### config.mk
export PLATFORM = sky130hd
export DESIGN_NAME = class_decision_flat
export DESIGN_NICKNAME = d
export VERILOG_FILES = /design/src/rtl/asr_pkg.sv /design/src/rtl/class_decision_if.sv /design/src/rtl/detect_smoother.sv /design/src/rtl/class_decision.sv /design/src/flat_wrapper.sv
export SDC_FILE = /design/constraint.sdc
export NUM_CORES = 1
export LEC_CHECK = 0
export ABC_AREA = 0
export CAP_MARGIN = 20
export CORE_ASPECT_RATIO = 0.5
export CORE_MARGIN = 8
export CORE_UTILIZATION = 38
export DETAILED_ROUTE_END_ITERATION = 10
export HOLD_SLACK_MARGIN = 0.1
export PLACE_DENSITY = 0.65
export SLEW_MARGIN = 0
export SYNTH_ARGS = -nofsm -noshare
export SYNTH_HDL_FRONTEND = slang
export SYNTH_SLANG_ARGS = --single-unit
### constraint.sdc
create_clock -name clk -period 6.3 [get_ports clk]
set_input_delay 0.945 -clock clk [delete_from_list [all_inputs] [get_ports clk]]
set_output_delay 0.945 -clock clk [all_outputs]
set_load 0.05 [all_outputs]
### src/rtl/asr_pkg.sv
// Shared types and constants for the keyword-spotting output decision path.
// Provides score geometry, class index width, FSM states and the Q1.15 minimum.
package asr_pkg;

    localparam int NUM_CLASSES = 8;
    localparam int DATA_W      = 16;
    localparam int CLASS_W     = $clog2(NUM_CLASSES);

    typedef enum logic [1:0] {
        IDLE,
        SCAN,
        DECIDE
    } state_t;

    localparam logic signed [DATA_W-1:0] Q15_MIN =
        {1'b1, {(DATA_W-1){1'b0}}};

endpackage

### src/rtl/class_decision_if.sv
// Frame handshake and per-frame result bundle for class_decision.
// master: upstream producer/consumer side; slave: the decision block.
interface class_decision_if;
    import asr_pkg::*;

    logic                          in_valid;
    logic                          in_ready;
    logic [NUM_CLASSES*DATA_W-1:0] scores_flat;
    logic                          out_valid;
    logic [CLASS_W-1:0]            out_class;
    logic [DATA_W-1:0]             out_score;
    logic [DATA_W-1:0]             out_margin;
    logic                          detect;
    logic [CLASS_W-1:0]            detect_class;

    modport master (
        output in_valid,
        output scores_flat,
        input  in_ready,
        input  out_valid,
        input  out_class,
        input  out_score,
        input  out_margin,
        input  detect,
        input  detect_class
    );

    modport slave (
        input  in_valid,
        input  scores_flat,
        output in_ready,
        output out_valid,
        output out_class,
        output out_score,
        output out_margin,
        output detect,
        output detect_class
    );

endinterface

### src/rtl/detect_smoother.sv
// Temporal smoother: fires one detect pulse per sustained strong-class run.
// Ports: clk, rst, i_strobe (frame decided), i_idx, i_margin -> o_detect, o_detect_class.
module detect_smoother
    import asr_pkg::*;
#(
    parameter int                 HOLD_FRAMES = 3,
    parameter logic [DATA_W-1:0]  MARGIN_MIN  = 16'd256
) (
    input  logic               clk,
    input  logic               rst,
    input  logic               i_strobe,
    input  logic [CLASS_W-1:0] i_idx,
    input  logic [DATA_W-1:0]  i_margin,
    output logic               o_detect,
    output logic [CLASS_W-1:0] o_detect_class
);

    localparam logic [3:0] HOLD = 4'(HOLD_FRAMES);

    logic [CLASS_W-1:0] r_run_class;
    logic [3:0]         r_run_cnt;
    logic               r_fired;

    logic [CLASS_W-1:0] w_class;
    logic [3:0]         w_cnt;
    logic               w_fired;
    logic               w_fire;

    always_comb begin
        w_class = r_run_class;
        w_cnt   = r_run_cnt;
        w_fired = r_fired;
        if (i_margin < MARGIN_MIN) begin
            w_cnt   = 4'd0;
            w_fired = 1'b0;
        end else if (r_run_cnt != 4'd0 && i_idx == r_run_class) begin
            w_cnt = (r_run_cnt >= HOLD) ? HOLD : r_run_cnt + 4'd1;
        end else begin
            w_class = i_idx;
            w_cnt   = 4'd1;
            w_fired = 1'b0;
        end
        // A weak frame leaves the count at 0, which can never equal HOLD.
        w_fire = (w_cnt == HOLD) && !w_fired;
    end

    always_ff @(posedge clk) begin
        if (rst) begin
            r_run_class    <= '0;
            r_run_cnt      <= 4'd0;
            r_fired        <= 1'b0;
            o_detect       <= 1'b0;
            o_detect_class <= '0;
        end else begin
            o_detect <= 1'b0;
            if (i_strobe) begin
                r_run_class <= w_class;
                r_run_cnt   <= w_cnt;
                r_fired     <= w_fired | w_fire;
                if (w_fire) begin
                    o_detect       <= 1'b1;
                    o_detect_class <= w_class;
                end
            end
        end
    end

endmodule

### src/rtl/class_decision.sv
// Output decision stage: serial argmax over one score frame plus detect smoothing.
// Ports: clk, rst (sync, active-high), bus (slave side of class_decision_if).
module class_decision
    import asr_pkg::*;
#(
    parameter int                 HOLD_FRAMES = 3,
    parameter logic [DATA_W-1:0]  MARGIN_MIN  = 16'd256
) (
    input  logic            clk,
    input  logic            rst,
    class_decision_if.slave bus
);

    state_t                    r_state;
    logic [CLASS_W-1:0]        r_k;
    logic signed [DATA_W-1:0]  r_scores [NUM_CLASSES];
    logic signed [DATA_W-1:0]  r_best;
    logic signed [DATA_W-1:0]  r_second;
    logic [CLASS_W-1:0]        r_idx;
    logic                      r_out_valid;
    logic [CLASS_W-1:0]        r_out_class;
    logic [DATA_W-1:0]         r_out_score;
    logic [DATA_W-1:0]         r_out_margin;

    logic signed [DATA_W-1:0]  w_sk;
    logic [DATA_W-1:0]         w_margin;
    logic                      w_decide;

    assign w_sk     = r_scores[r_k];
    // best >= second always, so the 17-bit difference fits 0..65535 and
    // its low 16 bits equal this modular 16-bit difference.
    assign w_margin = r_best - r_second;
    assign w_decide = (r_state == DECIDE);

    assign bus.in_ready   = (r_state == IDLE) && !rst;
    assign bus.out_valid  = r_out_valid;
    assign bus.out_class  = r_out_class;
    assign bus.out_score  = r_out_score;
    assign bus.out_margin = r_out_margin;

    always_ff @(posedge clk) begin
        if (rst) begin
            r_state      <= IDLE;
            r_k          <= '0;
            r_best       <= '0;
            r_second     <= '0;
            r_idx        <= '0;
            r_out_valid  <= 1'b0;
            r_out_class  <= '0;
            r_out_score  <= '0;
            r_out_margin <= '0;
        end else begin
            r_out_valid <= 1'b0;
            unique case (r_state)
                IDLE: begin
                    if (bus.in_valid) begin
                        for (int k = 0; k < NUM_CLASSES; k++) begin
                            r_scores[k] <= bus.scores_flat[k*DATA_W +: DATA_W];
                        end
                        r_best   <= bus.scores_flat[DATA_W-1:0];
                        r_second <= Q15_MIN;
                        r_idx    <= '0;
                        r_k      <= CLASS_W'(1);
                        r_state  <= SCAN;
                    end
                end
                SCAN: begin
                    // Strict compares keep the lowest index on ties.
                    if (w_sk > r_best) begin
                        r_second <= r_best;
                        r_best   <= w_sk;
                        r_idx    <= r_k;
                    end else if (w_sk > r_second) begin
                        r_second <= w_sk;
                    end
                    if (r_k == CLASS_W'(NUM_CLASSES-1)) begin
                        r_state <= DECIDE;
                    end else begin
                        r_k <= r_k + CLASS_W'(1);
                    end
                end
                DECIDE: begin
                    r_out_valid  <= 1'b1;
                    r_out_class  <= r_idx;
                    r_out_score  <= r_best;
                    r_out_margin <= w_margin;
                    r_state      <= IDLE;
                end
                default: r_state <= IDLE;
            endcase
        end
    end

    detect_smoother #(
        .HOLD_FRAMES (HOLD_FRAMES),
        .MARGIN_MIN  (MARGIN_MIN)
    ) u_smoother (
        .clk            (clk),
        .rst            (rst),
        .i_strobe       (w_decide),
        .i_idx          (r_idx),
        .i_margin       (w_margin),
        .o_detect       (bus.detect),
        .o_detect_class (bus.detect_class)
    );

endmodule

### src/flat_wrapper.sv
// flat-port wrapper written by rule: the top's interface ports become plain ports
module class_decision_flat import asr_pkg::*;
#(
    parameter int                 HOLD_FRAMES = 3,
    parameter logic [DATA_W-1:0]  MARGIN_MIN  = 16'd256
)
  (clk, rst, bus_in_valid, bus_scores_flat, bus_in_ready, bus_out_valid, bus_out_class, bus_out_score, bus_out_margin, bus_detect, bus_detect_class);
  class_decision_if bus_i ();
  input  logic clk;
  input  logic rst;
  input wire logic [$bits(bus_i.in_valid)-1:0] bus_in_valid;
  input wire logic [$bits(bus_i.scores_flat)-1:0] bus_scores_flat;
  output wire logic [$bits(bus_i.in_ready)-1:0] bus_in_ready;
  output wire logic [$bits(bus_i.out_valid)-1:0] bus_out_valid;
  output wire logic [$bits(bus_i.out_class)-1:0] bus_out_class;
  output wire logic [$bits(bus_i.out_score)-1:0] bus_out_score;
  output wire logic [$bits(bus_i.out_margin)-1:0] bus_out_margin;
  output wire logic [$bits(bus_i.detect)-1:0] bus_detect;
  output wire logic [$bits(bus_i.detect_class)-1:0] bus_detect_class;
  assign bus_i.in_valid = bus_in_valid;
  assign bus_i.scores_flat = bus_scores_flat;
  assign bus_in_ready = bus_i.in_ready;
  assign bus_out_valid = bus_i.out_valid;
  assign bus_out_class = bus_i.out_class;
  assign bus_out_score = bus_i.out_score;
  assign bus_out_margin = bus_i.out_margin;
  assign bus_detect = bus_i.detect;
  assign bus_detect_class = bus_i.detect_class;
  class_decision #(.HOLD_FRAMES(HOLD_FRAMES), .MARGIN_MIN(MARGIN_MIN)) u_core (.clk(clk), .rst(rst), .bus(bus_i));
endmodule
=== Word-level counts from Yosys, hierarchy flattened ===
Memory sizes are Yosys's and may differ from the RTL's. A register that Yosys moved wholly into a read port is not among the register bits.
Cells that the tools add are included.

* Register bits after elaboration: 88
* Bits in writable memories: 128
* Memories: 1
* Logic and storage cells: 79
* Input port bits: 131
* Output and inout bits: 41

* Eq/ne operators: 10
* Order comparisons: 4
* $add $sub $neg: 3
* Reduce and logical (&&, ||, !) cells: 14
* Mux-type cells: 31
* Bitwise operators: 2

{| class="wikitable"
|+ Memories
! name !! words !! width !! read ports !! clocked after Yosys merged registers in !! write ports !! RTL line !! text
|-
| u_core.r_scores || 8 || 16 || 1 || 1 || 8 || class_decision.sv:16 || <nowiki>logic signed [DATA_W-1:0] r_scores [NUM_CLASSES];</nowiki>
|}

{| class="wikitable"
|+ Operators by type and width
! kind !! count
|-
| $mux 16 || 5
|-
| $pmux 16 s2 || 2
|-
| $gt 16x16->1 || 2
|-
| $mux 3 || 8
|-
| $lt 16x9->1 const B || 1
|-
| $sub 16x16->16 || 1
|-
| $mux 4 || 3
|-
| $pmux 3 s2 || 2
|-
| $reduce_and 3->1 || 3
|-
| $mux 1 || 8
|-
| $add 4x1->4 const B || 1
|-
| $eq 4x2->1 const B || 1
|-
| $ge 4x2->1 const B || 1
|-
| $mux 2 || 2
|-
| $ne 2x1->1 const B || 2
|-
| $ne 2x2->1 const B || 2
|-
| $pmux 2 s2 || 1
|-
| $reduce_and 2->1 || 2
|-
| $reduce_bool 4->1 || 1
|-
| $add 3x1->3 const B || 1
|-
| $eq 3x3->1 || 1
|-
| $eq 3x3->1 const B || 1
|-
| $logic_and 1x1->1 || 3
|-
| $ne 3x1->1 const B || 1
|-
| other kinds (8) || 9
|}

=== Longest topological paths before layout ===
Gate-level depths: netlist (run 1).

* Depth in word-level cells: 7
* Gate-level depth with buffers: 15
* Gate-level depth less buffers: 12

=== By module ===
Synthesis (run 1) repeated with hierarchy kept, for this count alone.

* Cell total of the unflattened synthesis: 820
* Area total of the unflattened synthesis: 10,000.8 µm²

{| class="wikitable"
|+ Modules (own cells, without submodules)
! module !! cells each !! area each (µm²) !! instances !! sequential area each (µm²)
|-
| class_decision || 760 || 9,421.5 || 1 || 5,425.2
|-
| detect_smoother || 60 || 579.3 || 1 || 240.2
|}

=== Worst setup path after synthesis (run 1) ===
OpenSTA, ideal clock, no wires.

* Path kind: input to register
* From: input port rst
* To: memory u_core.r_scores[0][0] (enable)
* Buffers on the path: 2
* Setup slack: 0.363 ns
* Library setup time: 0.501 ns
* Stages: 4
* Required time: 5.799 ns
* Data arrival time: 5.436 ns
* Cells stage by stage: clkbuf_1 -> clkbuf_1 -> nor3_1 -> and2_1

{| class="wikitable"
|+ RTL lines
! what !! RTL line !! text
|-
| start, declared || flat_wrapper.sv:10 || <nowiki>input logic rst;</nowiki>
|-
| end, declared || class_decision.sv:16 ||
|}

==> results of run 1 <==
[per-layer routing]
layer / vias up / routed length, um / GRT usage (%)
li1: 3387 / - / -
met1: 3450 / 11800 / 20.6
met2: 124 / 12800 / 27.5
met3: 36 / 832 / 2.56
met4: 0 / 514 / 4.40
met5: - / 0 / 0
[worst min-delay path, delay by kind of cell (launching register included)]
family,cells,cell delay (ps)
AOI/OAI and AO/OA,1,50
DFF,1,310
and+or+nand+nor,1,50
[layout make-up]
class                   instances  area, um2
diodes                          3       7.51
clock buffers                  27        589
clock inverters                13        154
fillers                      2314      13400
inverters                      42        158
multi-input cells             529       4050
flip-flops and latches        219       5670
well taps                     352        440
repair buffers                180       1770
[sequential cells by signal (all words and copies together) (netlist names), named ones only]
name,count
u_core.u_smoother.o_detect,1
u_core.bus.out_valid,1
u_core.r_second,16
u_core.bus.out_score,16
u_core.u_smoother.o_detect_class,3
u_core.r_state,2
u_core.u_smoother.r_fired,1
u_core.bus.out_class,3
u_core.u_smoother.r_run_cnt,4
u_core.r_idx,3
u_core.r_best,16
u_core.r_k,3
u_core.r_scores,128
u_core.u_smoother.r_run_class,3
u_core.bus.out_margin,16
[cell usage in the layout (no fill, tap or decap), types with 3 or more instances in the layout]
master           count
a211o_1              3
o21a_1               6
a221oi_1             5
nor2_1              52
mux2_2              18
o21ai_0             14
nand4_1             10
mux2i_1             21
a31oi_1              3
inv_1               42
o2bb2ai_1           15
nand2_1            102
clkbuf_16           22
ha_1                51
clkbuf_1             3
a2111oi_0            3
nand3_1              6
a21oi_1             71
or3_1               18
clkinv_2             8
diode_2              3
bufinv_16            3
a21o_1              13
edfxtp_1           128
nor2b_1              6
mux4_2              32
nor3b_1              4
a211oi_1             4
clkdlybuf4s50_1    170
dfxtp_1             89
buf_4                9
nor3_1               8
xnor2_1              8
nand2b_1            14
xor2_1               7
[where the power goes]
| group | total (W) | leakage [nW] | switching (W) | internal [W] |
|---|---|---|---|---|
| Clock | 0.00135 | 0.370 | 0.000555 | 0.000792 |
| Combinational | 0.000646 | 2.16 | 0.000335 | 0.000312 |
| Sequential | 0.00163 | 1.93 | 0.0000498 | 0.00158 |
[final timing paths]
kind	depth (start not counted)	endpoint
worst max-delay path	12	u_core.r_second[0]$_SDFFE_PP0P_
worst min register to register	2	u_core.bus.out_score[12]$_SDFFE_PP0P_
worst max register to register	12	u_core.r_second[0]$_SDFFE_PP0P_
worst min-delay path	2	u_core.bus.out_score[12]$_SDFFE_PP0P_
[cell families (layout without fill, tap and decap cells)]
kind of cell,after synthesis,after routing,share of synthesized area (%)
compound gates,158,158,10.4
xor+xnor,15,15,1.31
fa+ha+maj,52,52,6.55
buf+inv,88,262,3.38
flops,219,219,56.4
mux,71,71,11.3
other cells,0,3,0
simple gates,233,233,10.7
[per-stage QoR]
stage          util, %  cells  worst slack [ps]  power, W  hold WS (ps)
2_1_floorplan        -    836               363   0.00209           432
3_3_place_gp      46.1   1321              1620   0.00229           441
3_5_place_dp      46.1   1321              1570   0.00230           446
4_1_cts           48.9   1361              1540   0.00365           454
5_1_grt           49.0   1365              1330   0.00378           477
6_report          49.0   1365              1650   0.00362           452
==> impl_summary.txt, run 1 <==
----------------------------------------------------
[GRT]
  Total GRT Usage ... 15.9%
  Largest net degree at the start of global routing ... 80
  Number of global-route vias before repair ... 7,234
  First-pass GRT wire length ... 40,300 um
  Overflow after GRT ... 0
  Initial antenna violation count ... 3

[CTS]
  Number of hold buffers added after CTS ... 0
  H-tree levels ... 1
  TritonCTS clock tree ... yes
  Number of buffers inserted by post-CTS setup repair ... 0
  Count of cells resized by post-cts repair ... 0
  Clock Root Buffer ... clkbuf_16
  Reg clk slew, reported paths ... roughly 60 ps
  Clock Sink Count ... 219
  Number of clock buffers inserted by TritonCTS ... 22
  Clock insertion delay at the later pin of the skew report ... approximately 520 ps
  Number of buffers between clock root and the deepest sink ... 3

[Critical path]
  Reg-to-reg setup timing slack ... 1650 ps
  Worst-path fanout max ... 19
  Max stage delay on crit path ... 810 ps
  Nature of the critical path endpoint ... register
  Slowest stage cell on the critical path ... or3_1
  Critical path start-end classification ... register to register
  Required @ worst endpoint ... 6750 ps
  Worst path most repeated cell ... mux2_2
  Nature of the critical path startpoint ... register
  Worst Path Buf+Inv ... 1
  Top delay family on crit path ... multiplexers
  Critical path cell sequence ... buf_4 -> mux4_2 -> mux2_2 -> ha_1 -> nor2b_1 -> o21a_1 -> o21ai_0 -> a211oi_1 -> nor3_1 -> or3_1 -> mux2_2 -> o2bb2ai_1
  Data arrival at the endpoint of the critical path ... 5100 ps

[Cells and area]
  Layout cell share with drive strength beyond 1 ... 10.8%
  Synthesis-to-layout area growth ... 27.8%
  Final instance area ... 12,800 um2
  Number of nets in the layout ... roughly 1,200

[Route]
  Vias ... 6,997
  Remaining antenna violation count ... 0
  Final routed DRC violation total ... 0
  DRT iter0 DRCs ... around 400
  Average wire per standard cell ... about 19 um
  Vias per std cell ... ~5.1
  Number of search-and-repair iterations in the first detailed-routing pass ... 5
  DRT Wirelength ... 25,900 um

[Synth]
  Unique cell type count in the Yosys netlist ... 57
  Yosys top cell area share ... 38.3%
  Post-synth top cells ... 128 x edfxtp_1, 102 x nand2_1, 91 x dfxtp_1
  Synthesized area divided by synthesized cell count ... 12.0 um2
  EDFF count, synth ... around 130
  Predominant post-synthesis flop cell ... edfxtp_1
  Net Count, Synth ... 1,019
  Share of synthesized flip-flops with an asynchronous set or reset ... 0%
  Dominant cell type by area after synthesis ... edfxtp_1
  Synthesized instance count ... 836
  Number of warnings issued by yosys ... 0
  Cell with the most instances after synthesis ... edfxtp_1
  Share of the yosys chip area belonging to registers ... 56.4%
  Cell area after synthesis ... 10,000 um2
  Synth Register Bits ... 219
  Top post-synthesis cells by area ... edfxtp_1 38%, dfxtp_1 18%, mux4_2 7.2%, ha_1 6.4%, nand2_1 3.8%

[Timing]
  Fin. Hold Viols ... 0
  Crit path time final ... between 4000 and 5000 ps
  Worst max-slew margin expressed relative to the limit ... a little over a third
  Worst slew pin tran ... 972 ps
  Final total negative setup slack ... 0 ps
  Pins over their slew limit ... 0
  Timing-limited maximum frequency ... 215 MHz
  Final setup violation count ... 0
  RSZ-0062 raised after global routing ... no
  Final critical-path share of the clock period ... 73.8%
  Final clock skew ... 7.70 ps

[Worst hold path]
  Worst hold path class ... register to register
  HP Start ... u_core.bus.out_score[12]$_SDFFE_PP0P_

[Run status]
  Outcome ... finished, final reports clean

[Job]
  Max-capacitance violation count ... 0

[Floorplanning]
  Area of the die ... 32,200 um2
  Core area ... 26,200 um2
  Height of the die ... 131 um
  Initial cell density of the core ... 38.3%
  Floorplan die width ... 246 um
  Row cnt ... 42
  Count of boundary I/O pins ... 172

[Placement]
  Buffers on Ports ... about 170
  Area of placed instances ... 12,100 um2
  Placer congestion estimate ... ~0.86
  Post-detail-place hpwl ... 19,200 um

[Pwr]
  Leakage ... approximately 4.5 nW
  P per Cell Area ... 282 nW/um2
  Peak ir drop on the vdd network ... about 0.15 mV

----------------------------------------------------
Note: power is estimated with default switching activity, not from simulation.
==> run 2: changes to the inputs <==
==> constraint.sdc (replaced) <==
create_clock -name clk -period 4.32 [get_ports clk]
set_input_delay 0.648 -clock clk [delete_from_list [all_inputs] [get_ports clk]]
set_output_delay 0.648 -clock clk [all_outputs]
set_load 0.05 [all_outputs]
==> impl_summary.txt, run 2 (same netlist as run 1, synthesis figures left out) <==
----------------------------------------------------
[CTS]
  Clock Sink Count ... 219 (unchanged)
  H-tree levels ... 1 (unchanged)
  Clock Root Buffer ... clkbuf_16
  Number of buffers inserted by post-CTS setup repair ... 0 (unchanged)
  Number of clock buffers inserted by TritonCTS ... 22 (unchanged)
  Number of hold buffers added after CTS ... 0 (unchanged)
  Clock insertion delay at the later pin of the skew report ... 510 ps (about the same)
  Number of buffers between clock root and the deepest sink ... 3 (unchanged)
  Reg clk slew, reported paths ... 60 ps (about the same)
  Count of cells resized by post-cts repair ... 0 (unchanged)
  TritonCTS clock tree ... yes

[Critical path]
  Required @ worst endpoint ... 4760 ps (-1990 ps)
  Nature of the critical path startpoint ... register
  Critical path start-end classification ... register to register
  Reg-to-reg setup timing slack ... 330 ps (-1320 ps)
  Worst Reg2Reg Path Length in Cells ... 12 (unchanged)
  Data arrival at the endpoint of the critical path ... 4430 ps (-670 ps)
  Nature of the critical path endpoint ... register
  Worst-path fanout max ... 32 (+13)
  Destination of the worst register-to-register timing path ... u_core.r_second[8]$_SDFFE_PP0P_

[Timing]
  Pins over their slew limit ... 0 (unchanged)
  Final clock skew ... 15.6 ps (+7.88 ps)
  Final setup violation count ... 0 (unchanged)
  RSZ-0062 raised after global routing ... no
  Timing-limited maximum frequency ... 250 MHz (+16%)
  Crit path time final ... 3990 ps (-657 ps)
  Fin worst setup slack ... 326 ps (-1320 ps)
  Worst slew pin tran ... 802 ps (-170 ps)
  Fin. Hold Viols ... 0 (unchanged)
  Final critical-path share of the clock period ... 92.4% (+19 points)
  Worst max-slew margin expressed relative to the limit ... 46.6% (+11 points)
  Post-Route Hold Slack ... 454 ps (+2.53 ps)
  Final total negative setup slack ... 0 ps (unchanged)

[Cells and area]
  Most common cell after layout, fill and taps aside ... clkdlybuf4s50_1
  Number of nets in the layout ... 1,186 (+0.76%)
  Register containing the most flip-flops in the final layout ... u_core.r_scores
  Flip-flop count of the largest register after layout ... 128 (unchanged)
  Synthesis-to-layout area growth ... 29.0%
  Layout cell share with drive strength beyond 1 ... 11.3% (+0.49 points)
  Commonest non-fill, non-tap cells in the layout ... 170 x clkdlybuf4s50_1, 128 x edfxtp_1, 102 x nand2_1
  Fill cell total of the finished layout ... 2,237 (-3.3%)

[Worst hold path]
  Hold endpoint ... u_core.bus.out_margin[8]$_SDFFE_PP0P_
  Worst hold path class ... register to register
  Hold Path Depth ... 2 (unchanged)
  HP Start ... u_core.bus.out_margin[8]$_SDFFE_PP0P_

[GRT]
  Number of global-route vias before repair ... 7,165 (-0.95%)
  Overflow after GRT ... 0 (unchanged)
  Largest net degree at the start of global routing ... 79 (-1.3%)
  Total GRT Usage ... 15.9% (about the same)
  Met1 Use GR ... 22.4% (+1.8 points)
  Most used routing layer in global routing ... met2
  Met3 Use GR ... 2.70% (+0.14 points)
  Met2 Usage GRT ... 25.4% (-2.1 points)
  First-pass GRT wire length ... 40,700 um (+1.0%)
  Initial antenna violation count ... 3 (unchanged)

[Floorplanning]
  Area of the die ... 32,200 um2 (unchanged)
  Height of the die ... 131 um (unchanged)
  Initial cell density of the core ... 38.3% (unchanged)
  Core area ... 26,200 um2 (unchanged)
  Count of boundary I/O pins ... 172 (unchanged)
  Row cnt ... 42 (unchanged)
  Floorplan die width ... 246 um (unchanged)

[Pwr]
  Peak ir drop on the vdd network ... 0.240 mV (+63%)
  Leakage ... 4.51 nW (+1.1%)
  P per Cell Area ... 412 nW/um2 (+46%)

[Route]
  DRT iter0 DRCs ... 501 (+26%)
  Final routed DRC violation total ... 0 (unchanged)
  Vias ... 6,999 (+0.029%)
  Vias per std cell ... 5.09 (-0.63%)
  DRT Wirelength ... 26,200 um (+0.96%)
  Number of search-and-repair iterations in the first detailed-routing pass ... 5 (unchanged)
  Remaining antenna violation count ... 0 (unchanged)
  Average wire per standard cell ... 19.0 um (+0.30%)

[Placement]
  Setup slack after placement ... 176 ps (-1390 ps)
  Buffers on Ports ... 171 (unchanged)
  Post-detail-place hpwl ... 19,600 um (+2.2%)
  Placer congestion estimate ... 0.872 (+1.3%)

[Job]
  Max-capacitance violation count ... 0 (unchanged)

[Run status]
  Outcome ... finished, final reports clean

----------------------------------------------------
run 2: layer usage:
| layer | wire length [um] | up-vias | part of all wire [%] |
|---|---|---|---|
| li1 | - | 3407 | - |
| met1 | 12600 | 3407 | 48 |
| met2 | 12000 | 156 | 46 |
| met3 | 1110 | 29 | 4.2 |
| met4 | 444 | 0 | 1.7 |
| met5 | 0 | - | 0 |
run 2: how the worst max path moves through the flow:
| stage | startpoint | endpoint | slack (ps) |
|---|---|---|---|
| 2_1_floorplan | rst | u_core.r_scores[0][0]$_DFFE_PP_ | 40 |
| 3_3_place_gp | register | u_core.r_second[0]$_SDFFE_PP0P_ | 320 |
| 3_5_place_dp | register | u_core.r_second[8]$_SDFFE_PP0P_ | 180 |
| 4_1_cts | register | u_core.r_second[8]$_SDFFE_PP0P_ | 170 |
| 5_1_grt | register | u_core.r_second[11]$_SDFFE_PP0P_ | 40 |
| 6_report | register | u_core.r_second[8]$_SDFFE_PP0P_ | 330 |
run 2: area by class of cell:
cell class | instances | area (um2) | share of cell area, %
tap | 352 | 440 | 3.40
timing repair buffer | 189 | 1880 | 14.5
multi-input combinational | 529 | 4050 | 31.2
inverter | 42 | 158 | 1.22
clock inverter | 11 | 174 | 1.34
sequential | 219 | 5670 | 43.7
antenna | 3 | 7.51 | 0.0579
clock buffer | 29 | 587 | 4.53
run 2: where the power goes:
part           internal, W  switching (W)
combinational     0.000469       0.000512
sequential         0.00230      0.0000544
clock              0.00120       0.000805
run 2: critical path, cell delays in order (launching register included):
cell and delay, ps:
dfxtp_2 340, buf_12 250, mux4_2 580, mux2_2 340, ha_1 310, nand4_1 110, or2_2 340, a211oi_1 200
nor3_1 110, nor3_1 590, o21ai_1 320, buf_4 260, o2bb2ai_1 140
run 2: stage by stage:
| stage | total power, W | area, um2 | util [%] | instances |
|---|---|---|---|---|
| 4_1_cts | 0.00539 | 12900 | 49.4 | 1370 |
| 6_report | 0.00535 | 13000 | 49.4 | 1374 |
| 2_1_floorplan | 0.00304 | 10000 | - | 836 |
| 5_1_grt | 0.00557 | 13000 | 49.4 | 1374 |
| 3_5_place_dp | 0.00337 | 12200 | 46.5 | 1330 |
| 3_3_place_gp | 0.00335 | 12200 | 46.5 | 1330 |
==> run 3: changes to the inputs <==
--- a/config.mk
+++ b/config.mk
@@ -9,10 +9,10 @@
 export CAP_MARGIN = 20
 export CORE_ASPECT_RATIO = 0.5
 export CORE_MARGIN = 8
-export CORE_UTILIZATION = 38
+export CORE_UTILIZATION = 53
 export DETAILED_ROUTE_END_ITERATION = 10
-export HOLD_SLACK_MARGIN = 0.1
-export PLACE_DENSITY = 0.65
+export HOLD_SLACK_MARGIN = 0.12
+export PLACE_DENSITY = 0.84
 export SLEW_MARGIN = 0
 export SYNTH_ARGS = -nofsm -noshare
 export SYNTH_HDL_FRONTEND = slang
==> impl_summary.txt, run 3 (same netlist as run 1, synthesis figures left out) <==
----------------------------------------------------
[Placement]
  Post-detail-place hpwl ... 18,700 um (-4.7%)
  Buffers on Ports ... 171 (unchanged)
  Placer congestion estimate ... 0.921 (+5.6%)
  Setup slack after placement ... 398 ps (+223 ps)
  Cell count after placement ... 1,239 (-6.8%)

[CTS]
  Clock Sink Count ... 219 (unchanged)
  TritonCTS clock tree ... yes
  Count of cells resized by post-cts repair ... 0 (unchanged)
  Clock Root Buffer ... clkbuf_16
  Number of buffers between clock root and the deepest sink ... 3 (unchanged)
  Number of buffers inserted by post-CTS setup repair ... 0 (unchanged)
  Reg clk slew, reported paths ... 70 ps (about the same)
  Clock insertion delay at the later pin of the skew report ... 510 ps (about the same)
  Number of clock buffers inserted by TritonCTS ... 21 (-4.5%)
  Number of hold buffers added after CTS ... 0 (unchanged)
  H-tree levels ... 1 (unchanged)

[Route]
  Vias ... 7,189 (+2.7%)
  Remaining antenna violation count ... 0 (unchanged)
  Number of search-and-repair iterations in the first detailed-routing pass ... 5 (unchanged)
  Vias per std cell ... 5.62 (+10%)
  Average wire per standard cell ... 19.7 um (+3.3%)
  Final routed DRC violation total ... 0 (unchanged)
  DRT iter0 DRCs ... 519 (+3.6%)
  DRT Wirelength ... 25,100 um (-3.9%)

[Floorplanning]
  Core area ... 18,500 um2 (-30%)
  Height of the die ... 113 um (-13%)
  Floorplan die width ... 211 um (-14%)
  Row cnt ... 35 (-17%)
  Initial cell density of the core ... 54.4% (+16 points)
  Count of boundary I/O pins ... 172 (unchanged)
  Area of the die ... 23,900 um2 (-26%)

[Critical path]
  Data arrival at the endpoint of the critical path ... 4340 ps (-90 ps)
  Nature of the critical path startpoint ... register
  Critical path start-end classification ... register to register
  Worst-path fanout max ... 32 (unchanged)
  Nature of the critical path endpoint ... register
  Required @ worst endpoint ... 4710 ps (-50 ps)

[Timing]
  Final critical-path share of the clock period ... 91.5% (-0.97 points)
  Pins over their slew limit ... 0 (unchanged)
  Worst max-slew margin expressed relative to the limit ... 47.2% (+0.60 points)
  Fin. Hold Viols ... 0 (unchanged)
  Crit path time final ... 3950 ps (-42.1 ps)
  Final setup violation count ... 0 (unchanged)
  Timing-limited maximum frequency ... 253 MHz (+1.1%)
  Worst slew pin tran ... 793 ps (-9.00 ps)
  Final total negative setup slack ... 0 ps (unchanged)
  RSZ-0062 raised after global routing ... no
  Final clock skew ... 7.92 ps (-7.66 ps)
  Fin worst setup slack ... 368 ps (+42.1 ps)

[Cells and area]
  Area taken by multi-input logic gates ... 4050 um2 (unchanged)
  Most common cell after layout, fill and taps aside ... clkdlybuf4s50_1
  Layout cell share with drive strength beyond 1 ... 11.2% (-0.087 points)
  Register containing the most flip-flops in the final layout ... u_core.r_scores
  Fill cell total of the finished layout ... 1,333 (-40%)
  FF/Latch Area ... 5670 um2 (unchanged)
  Synthesis-to-layout area growth ... 27.3%
  Commonest non-fill, non-tap cells in the layout ... 170 x clkdlybuf4s50_1, 128 x edfxtp_1, 102 x nand2_1
  Number of nets in the layout ... 1,186 (unchanged)
  Flip-flop count of the largest register after layout ... 128 (unchanged)
  Final Instance Count excl. Fillers ... 1,279 (-6.9%)

[GRT]
  Met3 Use GR ... 4.22% (+1.5 points)
  Met2 Usage GRT ... 32.3% (+7.0 points)
  Most used routing layer in global routing ... met2
  Largest net degree at the start of global routing ... 79 (unchanged)
  First-pass GRT wire length ... 39,200 um (-3.7%)
  Overflow after GRT ... 0 (unchanged)
  Initial antenna violation count ... 2 (-1)
  Met1 Use GR ... 28.5% (+6.2 points)
  Number of global-route vias before repair ... 7,281 (+1.6%)
  Total GRT Usage ... 20.6% (+4.7 points)

[Pwr]
  Peak ir drop on the vdd network ... 0.255 mV (+6.1%)
  P per Cell Area ... 407 nW/um2 (-1.4%)
  Leakage ... 4.49 nW (-0.33%)

[Run status]
  Outcome ... finished, final reports clean

[Worst hold path]
  Worst hold path class ... register to register

[Job]
  Max-capacitance violation count ... 0 (unchanged)

----------------------------------------------------
run 3: cell types whose count changed in the layout (fill, tap and decap cells not counted), sizes merged:
cell / before / now
clkinvlp: 3 / 1
inv: 42 / 44
buf: 19 / 20
bufinv: 4 / 1
clkbuf: 29 / 31
diode: 3 / 2
clkinv: 4 / 3
run 3: power breakdown:
part	total (W)	internal, W	switching (W)
Sequential	0.00236	0.00230	0.0000582
Clock	0.00185	0.00107	0.000783
Combinational	0.000988	0.000475	0.000513
run 3: metal layers:
metal	vias up	part of all wire, %
met5	-	0
met4	0	2.1
met1	3451	45
met2	289	45
li1	3409	-
met3	40	7.8
run 3: final cells by class:
type,count,area share [%]
diodes,2,0.0391
clock buffers,31,4.88
clock inverters,7,0.558
inverters,42,1.23
multi-input cells,529,31.7
flip-flops and latches,219,44.3
well taps,259,2.53
repair buffers,190,14.8
run 3: metrics by stage:
step	hold WS (ps)	total power, W	instance area, um2	utilization, %
2_1_floorplan	432	0.00304	10000	-
3_3_place_gp	443	0.00333	12100	65.4
3_5_place_dp	448	0.00337	12100	65.4
4_1_cts	459	0.00521	12800	69.2
5_1_grt	468	0.00540	12800	69.2
6_report	454	0.00520	12800	69.2
run 3: critical path, cell delays in order (launching register included):
cell	delay, ps
dfxtp_2	340
buf_12	250
mux4_2	530
mux2_2	320
ha_1	310
a21o_1	170
a2111oi_0	440
o21ai_0	170
nor3_1	280
or3_1	450
buf_12	210
mux2i_1	220
o2bb2ai_1	120
run 3: worst paths after layout:
check	endpoint	cells after the start	start	slack [ps]
max	u_core.r_second[12]$_SDFFE_PP0P_	12	register	370
min	u_core.bus.out_margin[3]$_SDFFE_PP0P_	2	u_core.bus.out_margin[3]$_SDFFE_PP0P_	450
max reg2reg	u_core.r_second[12]$_SDFFE_PP0P_	12	register	370
min reg2reg	u_core.bus.out_margin[3]$_SDFFE_PP0P_	2	u_core.bus.out_margin[3]$_SDFFE_PP0P_	450
